<file path="config.mk">
export PLATFORM = sky130hd
export DESIGN_NAME = alu_rr_sched
export DESIGN_NICKNAME = d
export VERILOG_FILES = /design/src/rtl/alu_rr_sched_pkg.sv /design/src/rtl/alu_rr_sched_rr_pick.sv /design/src/rtl/alu_rr_sched.sv
export SDC_FILE = /design/constraint.sdc
export NUM_CORES = 1
export LEC_CHECK = 0
export ABC_AREA = 1
export CORE_ASPECT_RATIO = 0.6
export CORE_UTILIZATION = 43
export DETAILED_ROUTE_END_ITERATION = 8
export PLACE_DENSITY = 0.84
export SYNTH_ARGS = -nofsm -noshare
export SYNTH_HDL_FRONTEND = slang
export SYNTH_SLANG_ARGS = --single-unit
</file>
<file path="constraint.sdc">
create_clock -name clk -period 3.1 [get_ports clk]
set_input_delay 0.62 -clock clk [delete_from_list [all_inputs] [get_ports clk]]
set_output_delay 0.62 -clock clk [all_outputs]
set_load 0.03 [all_outputs]
</file>
<file path="src/rtl/alu_rr_sched_pkg.sv">
// alu_sched_pkg
// Shared definitions for the round-robin ALU scheduler:
//   - op-code constants understood by the shared 4-bit ALU
//     (the scheduler itself passes op codes through untouched)
//   - FSM state encoding for alu_rr_sched
package alu_sched_pkg;

  localparam logic [2:0] OP_ADD = 3'b000;
  localparam logic [2:0] OP_SUB = 3'b001;
  localparam logic [2:0] OP_NOT = 3'b010;
  localparam logic [2:0] OP_AND = 3'b011;
  localparam logic [2:0] OP_OR  = 3'b100;
  localparam logic [2:0] OP_XOR = 3'b101;
  localparam logic [2:0] OP_LT  = 3'b110;
  localparam logic [2:0] OP_EQ  = 3'b111;

  typedef enum logic [1:0] {
    S_IDLE = 2'd0,
    S_EXEC = 2'd1,
    S_RESP = 2'd2
  } state_t;

endpackage

</file>
<file path="src/rtl/alu_rr_sched_rr_pick.sv">
// rr_pick
// Combinational round-robin winner finder. The search starts one past
// the previously served requester and wraps around, so the requester
// that was served last always has the lowest priority.
// Ports:
//   req       - per-requester valid vector
//   last      - index of the requester served last
//   grant     - one-hot winner (all zero when nobody is requesting)
//   grant_idx - binary index of the winner
//   any_valid - at least one requester is valid
module rr_pick #(
  parameter int NREQ = 2,
  parameter int IDW  = 1
) (
  input  logic [NREQ-1:0] req,
  input  logic [IDW-1:0]  last,
  output logic [NREQ-1:0] grant,
  output logic [IDW-1:0]  grant_idx,
  output logic            any_valid
);

  // Walk the candidates in priority order; the first valid one wins
  // and any_valid then masks every later candidate.
  always_comb begin
    logic [IDW-1:0] cand;
    grant     = '0;
    grant_idx = '0;
    any_valid = 1'b0;
    cand      = '0;
    for (int k = 1; k <= NREQ; k++) begin
      cand = IDW'((int'(last) + k) % NREQ);
      if (!any_valid && req[cand]) begin
        grant[cand] = 1'b1;
        grant_idx   = cand;
        any_valid   = 1'b1;
      end
    end
  end

endmodule

</file>
<file path="src/rtl/alu_rr_sched.sv">
// alu_rr_sched
// Round-robin scheduler that shares one combinational ALU between NREQ
// requesters. One request is accepted at a time, the ALU is driven
// from registered operands for one cycle, and the captured result is
// returned with the requester index over a valid/ready channel.
// Ports:
//   clk, rst_n          - clock and asynchronous active-low reset
//   req_valid/req_ready - per-requester handshake (ready is one-hot)
//   req_a/req_b/req_ctrl- packed per-requester payload, slot i at [i*w +: w]
//   alu_a/alu_b/alu_ctrl- operands to the shared ALU (hold value outside EXEC)
//   alu_res/car/of      - ALU outputs, captured at the end of EXEC
//   rsp_*               - response channel (id, result, carry, overflow)
// Optional feature (macro ALU_RR_SCHED_STATS_EN):
//   stat_ops - per-requester saturating 8-bit handshake counters
//   stat_of  - saturating count of delivered responses with overflow set
module alu_rr_sched
  import alu_sched_pkg::*;
#(
  parameter int NREQ = 2,
  parameter int W    = 4,
  parameter int IDW  = 1
) (
  input  logic            clk,
  input  logic            rst_n,
  input  logic [NREQ-1:0] req_valid,
  output logic [NREQ-1:0] req_ready,
  input  logic [NREQ*W-1:0] req_a,
  input  logic [NREQ*W-1:0] req_b,
  input  logic [NREQ*3-1:0] req_ctrl,
  output logic [W-1:0]    alu_a,
  output logic [W-1:0]    alu_b,
  output logic [2:0]      alu_ctrl,
  input  logic [W-1:0]    alu_res,
  input  logic            alu_car,
  input  logic            alu_of,
  output logic            rsp_valid,
  input  logic            rsp_ready,
  output logic [IDW-1:0]  rsp_id,
  output logic [W-1:0]    rsp_res,
  output logic            rsp_car,
`ifdef ALU_RR_SCHED_STATS_EN
  output logic            rsp_of,
  output logic [NREQ*8-1:0] stat_ops,
  output logic [7:0]      stat_of
`else
  output logic            rsp_of
`endif
);

  state_t         state, state_nxt;
  logic [IDW-1:0] last;
  logic [IDW-1:0] grant_id;
  logic [W-1:0]   op_a, op_b;
  logic [2:0]     op_ctrl;
  logic [NREQ-1:0] pick_grant;
  logic [IDW-1:0] pick_idx;
  logic           pick_any;
  logic           req_hs;

  rr_pick #(.NREQ(NREQ), .IDW(IDW)) u_pick (
    .req       (req_valid),
    .last      (last),
    .grant     (pick_grant),
    .grant_idx (pick_idx),
    .any_valid (pick_any)
  );

  // The op registers are only written on a handshake, so they already
  // hold steady through EXEC and keep their last value afterwards.
  assign alu_a    = op_a;
  assign alu_b    = op_b;
  assign alu_ctrl = op_ctrl;

  always_ff @(posedge clk or negedge rst_n) begin
    if (!rst_n) state <= S_IDLE;
    else        state <= state_nxt;
  end

  // Grants are only offered in IDLE; rst_n gates them so nothing looks
  // accepted while the block is held in reset.
  always_comb begin
    state_nxt = state;
    req_ready = '0;
    req_hs    = 1'b0;
    unique case (state)
      S_IDLE: begin
        if (rst_n) req_ready = pick_grant;
        if (pick_any) begin
          req_hs    = 1'b1;
          state_nxt = S_EXEC;
        end
      end
      S_EXEC: state_nxt = S_RESP;
      S_RESP: if (rsp_ready) state_nxt = S_IDLE;
      default: state_nxt = S_IDLE;
    endcase
  end

  // Operand capture, pointer update and response capture. The pointer
  // resets to the last index so requester 0 wins first after reset.
  always_ff @(posedge clk or negedge rst_n) begin
    if (!rst_n) begin
      last      <= IDW'(NREQ - 1);
      grant_id  <= '0;
      op_a      <= '0;
      op_b      <= '0;
      op_ctrl   <= '0;
      rsp_valid <= 1'b0;
      rsp_id    <= '0;
      rsp_res   <= '0;
      rsp_car   <= 1'b0;
      rsp_of    <= 1'b0;
    end else begin
      if (req_hs) begin
        op_a     <= req_a[pick_idx*W +: W];
        op_b     <= req_b[pick_idx*W +: W];
        op_ctrl  <= req_ctrl[pick_idx*3 +: 3];
        grant_id <= pick_idx;
        last     <= pick_idx;
      end
      if (state == S_EXEC) begin
        rsp_res   <= alu_res;
        rsp_car   <= alu_car;
        rsp_of    <= alu_of;
        rsp_id    <= grant_id;
        rsp_valid <= 1'b1;
      end
      if (state == S_RESP && rsp_ready) rsp_valid <= 1'b0;
    end
  end

`ifdef ALU_RR_SCHED_STATS_EN
  // Saturating usage counters: ops per requester at request handshake,
  // overflowing results at response handshake.
  always_ff @(posedge clk or negedge rst_n) begin
    if (!rst_n) begin
      stat_ops <= '0;
      stat_of  <= '0;
    end else begin
      if (req_hs && stat_ops[pick_idx*8 +: 8] != 8'hFF)
        stat_ops[pick_idx*8 +: 8] <= stat_ops[pick_idx*8 +: 8] + 8'd1;
      if (state == S_RESP && rsp_ready && rsp_of && stat_of != 8'hFF)
        stat_of <= stat_of + 8'd1;
    end
  end
`endif

endmodule

</file>
==> flow_metrics.env <==
export IMPL_hold_class="reg2reg"
export IMPL_antenna_left=0
export IMPL_finalNetCount=239
export IMPL_fmax_ghz=0.405
export IMPL_ys_seq_elements=23
export IMPL_antennaDiodeCount=0
export IMPL_syn_num_nets=183
export IMPL_synth_top_cells_by_area="dfrtp_1 (49%), nand2_1 (19%), nand3_1 (11%)"
export IMPL_numCtsBuffers=3
export IMPL_drv_cap=0
export IMPL_outcome="complete, no violations"
export IMPL_worst_ep_arrival_time_ns=1.85
export IMPL_cts_buffer_depth=2
export IMPL_vias=1126
export IMPL_start_kind="input port"
export IMPL_yosysMostFrequentCell="nand2_1"
export IMPL_yosys_warnings=0
export IMPL_clockPowerShare_pct=11.2
export IMPL_fin_tns_setup_ns=0
export IMPL_cts_resized=0
export IMPL_switching_power_w=0.000747
export IMPL_maxSlewHeadroom_pct=71.4
export IMPL_dieArea_um2=2820
export IMPL_start_util_pct=48.4
export IMPL_finalHoldViolCount=0
export IMPL_power_density_nw_per_um2=960
export IMPL_grt_max_degree=19
export IMPL_rsz0062_at_grt="false"
export IMPL_syn_inst=150
export IMPL_irDropWorstVdd_uv=468
export IMPL_syn_area_um2=1120
export IMPL_layout_drive_gt1_share_pct=7.80
export IMPL_multi_input_area_um2=403
export IMPL_worstMarginPinSlew_ns=0.428
export IMPL_clkTransAtPathRegs_ns=0.08
export IMPL_register_area_um2=577
export IMPL_drc=0
export IMPL_fp_dieH_um=41.5
export IMPL_cts_tree="yes"
export IMPL_worst_setup_path_type="in2out"
export IMPL_worstPathMaxFanout=12
export IMPL_swShare_pct=45.2
export IMPL_fin_ws_ns=0.628
export IMPL_drtIter0Drc=91
export IMPL_async_reset_ff_share_pct=100
export IMPL_period_minus_slack_ns=2.47
export IMPL_core_area_um2=2310
export IMPL_fillers=181
export IMPL_synth_edf_count=0
export IMPL_drv_slew=0
export IMPL_cts_sinks=23
export IMPL_grt_use_total_pct=22.5
export IMPL_root_buffer="clkbuf_8"
export IMPL_syn_to_final_growth_pct=53.8
export IMPL_cts_hold_buf=0
export IMPL_htreeDepth=1
export IMPL_die_x_um=67.8
export IMPL_gp_congestion=0.855
export IMPL_yosysUniqueCellTypes=12
export IMPL_grt_overflow=0
export IMPL_synthFlopType="dfrtp_1"
export IMPL_grt_pass1_vias=1068
export IMPL_r2r_setup_slack_ns=1.77
export IMPL_endpoint_kind="output pin"
export IMPL_setup_viol=0
export IMPL_top_level_ports=54
export IMPL_antenna_found_initial=0
export IMPL_synth_top_area_share_pct=49.2
export IMPL_grt_pass1_wl_um=4700
export IMPL_finClkSkew_ns=0.000935
export IMPL_wl_per_cell_um=12.2
export IMPL_firstDrtPassIters=4
export IMPL_cellLeakagePower_nw=0.898
export IMPL_p_seq_share_pct=33.1
export IMPL_postCtsSetupBuffers=0
export IMPL_clkLatencyLatePin_ns=0.26
export IMPL_power_frac_comb_pct=55.7
export IMPL_dp_hpwl_um=2190
export IMPL_num_rows=13
export IMPL_pre_cts_slack_ns=0.656
export IMPL_synth_common_cells="nand2_1 (57), inv_1 (25), nand3_1 (25)"
export IMPL_wl_um=2860
export IMPL_io_buffers=53
export IMPL_post_drt_via_cell_ratio=4.79
export IMPL_post_synth_cell_area_avg_um2=7.46
export IMPL_min_period_over_period_pct=79.7
export IMPL_yosys_area_top_type="dfrtp_1"
export IMPL_intPower_w=0.000904
export IMPL_synth_seq_area_share_pct=51.6
export IMPL_crit_required_ns=2.48
registers in the layout, indices dropped and copies added, names as in the netlist, 2 cells and up:
signal,flops
alu_a,4
alu_b,4
alu_ctrl,3
state,2
rsp_res,4
placed cells by master (no fill, tap or decap), types with 3 or more instances in the layout:
master           instances
buf_4                    5
clkbuf_8                 3
clkdlybuf4s50_1         51
dfrtp_1                 22
inv_1                   25
inv_2                    4
nand2_1                 57
nand3_1                 25
nor2_1                   3
o21ai_0                  5
worst paths after layout:
path / endpoint / startpoint / cells past startpoint
max: req_ready[1] / req_valid[0] / 5
min: rsp_res[0]$_DFFE_PN0N_ / rsp_res[0]$_DFFE_PN0N_ / 2
max reg2reg: alu_ctrl[1]$_DFFE_PN0P_ / state[1]$_DFFE_PN0P_ / 6
min reg2reg: rsp_res[0]$_DFFE_PN0N_ / rsp_res[0]$_DFFE_PN0N_ / 2
max in group asynchronous: alu_a[1]$_DFFE_PN0P_ / rst_n / 2
min in group asynchronous: alu_b[1]$_DFFE_PN0P_ / rst_n / 1
logic make-up (layout without fill, tap and decap cells):
| group | after synthesis | count (layout) | share of synthesized area, % |
|---|---|---|---|
| buf+inv | 34 | 89 | 12.4 |
| compound gates | 6 | 6 | 2.68 |
| simple gates | 87 | 87 | 33.3 |
| flops | 23 | 23 | 51.6 |
through the flow:
step                      std cells  power [W]  cell area, um2  utilization [%]  hold slack (ns)
after floorplan                 150    0.00110            1120                -            0.324
after global placement          231    0.00145            1670             72.5            0.454
after detailed placement        231    0.00147            1670             72.5            0.458
after CTS                       235    0.00166            1720             74.5            0.477
after global routing            235    0.00177            1720             74.5            0.509
final                           235    0.00165            1720             74.5            0.474
routing by layer:
layer / share of wire, % / global-route usage [%] / up-vias
li1: - / - / 560
met1: 45 / 31.8 / 500
met2: 44 / 33.9 / 62
met3: 10 / 5.77 / 4
met4: 0.80 / 6.67 / 0
met5: 0 / 0 / -
cell type report:
type / count / share of cell area [%]
well taps: 30 / 2.18
clock inverters: 1 / 0.291
clock buffers: 3 / 2.40
repair buffers: 56 / 31.9
inverters: 29 / 6.33
flip-flops and latches: 23 / 33.5
multi-input cells: 93 / 23.4
power by group through the flow:
stage / logic, W / clock network (W) / registers (W)
finish: 0.000920 / 0.000184 / 0.000547
global route: 0.00101 / 0.000199 / 0.000564
CTS: 0.000926 / 0.000187 / 0.000546
detailed placement: 0.000925 / 0 / 0.000548
global placement: 0.000904 / 0 / 0.000543
floorplan: 0.000320 / 0 / 0.000780
critical path, cell delays in order:
cell,delay (ns)
clkdlybuf4s50_1,0.52
nand2_1,0.08
nand2_1,0.33
nor2_1,0.11
buf_4,0.18
No activity file was read; power rests on OpenSTA's default activity.
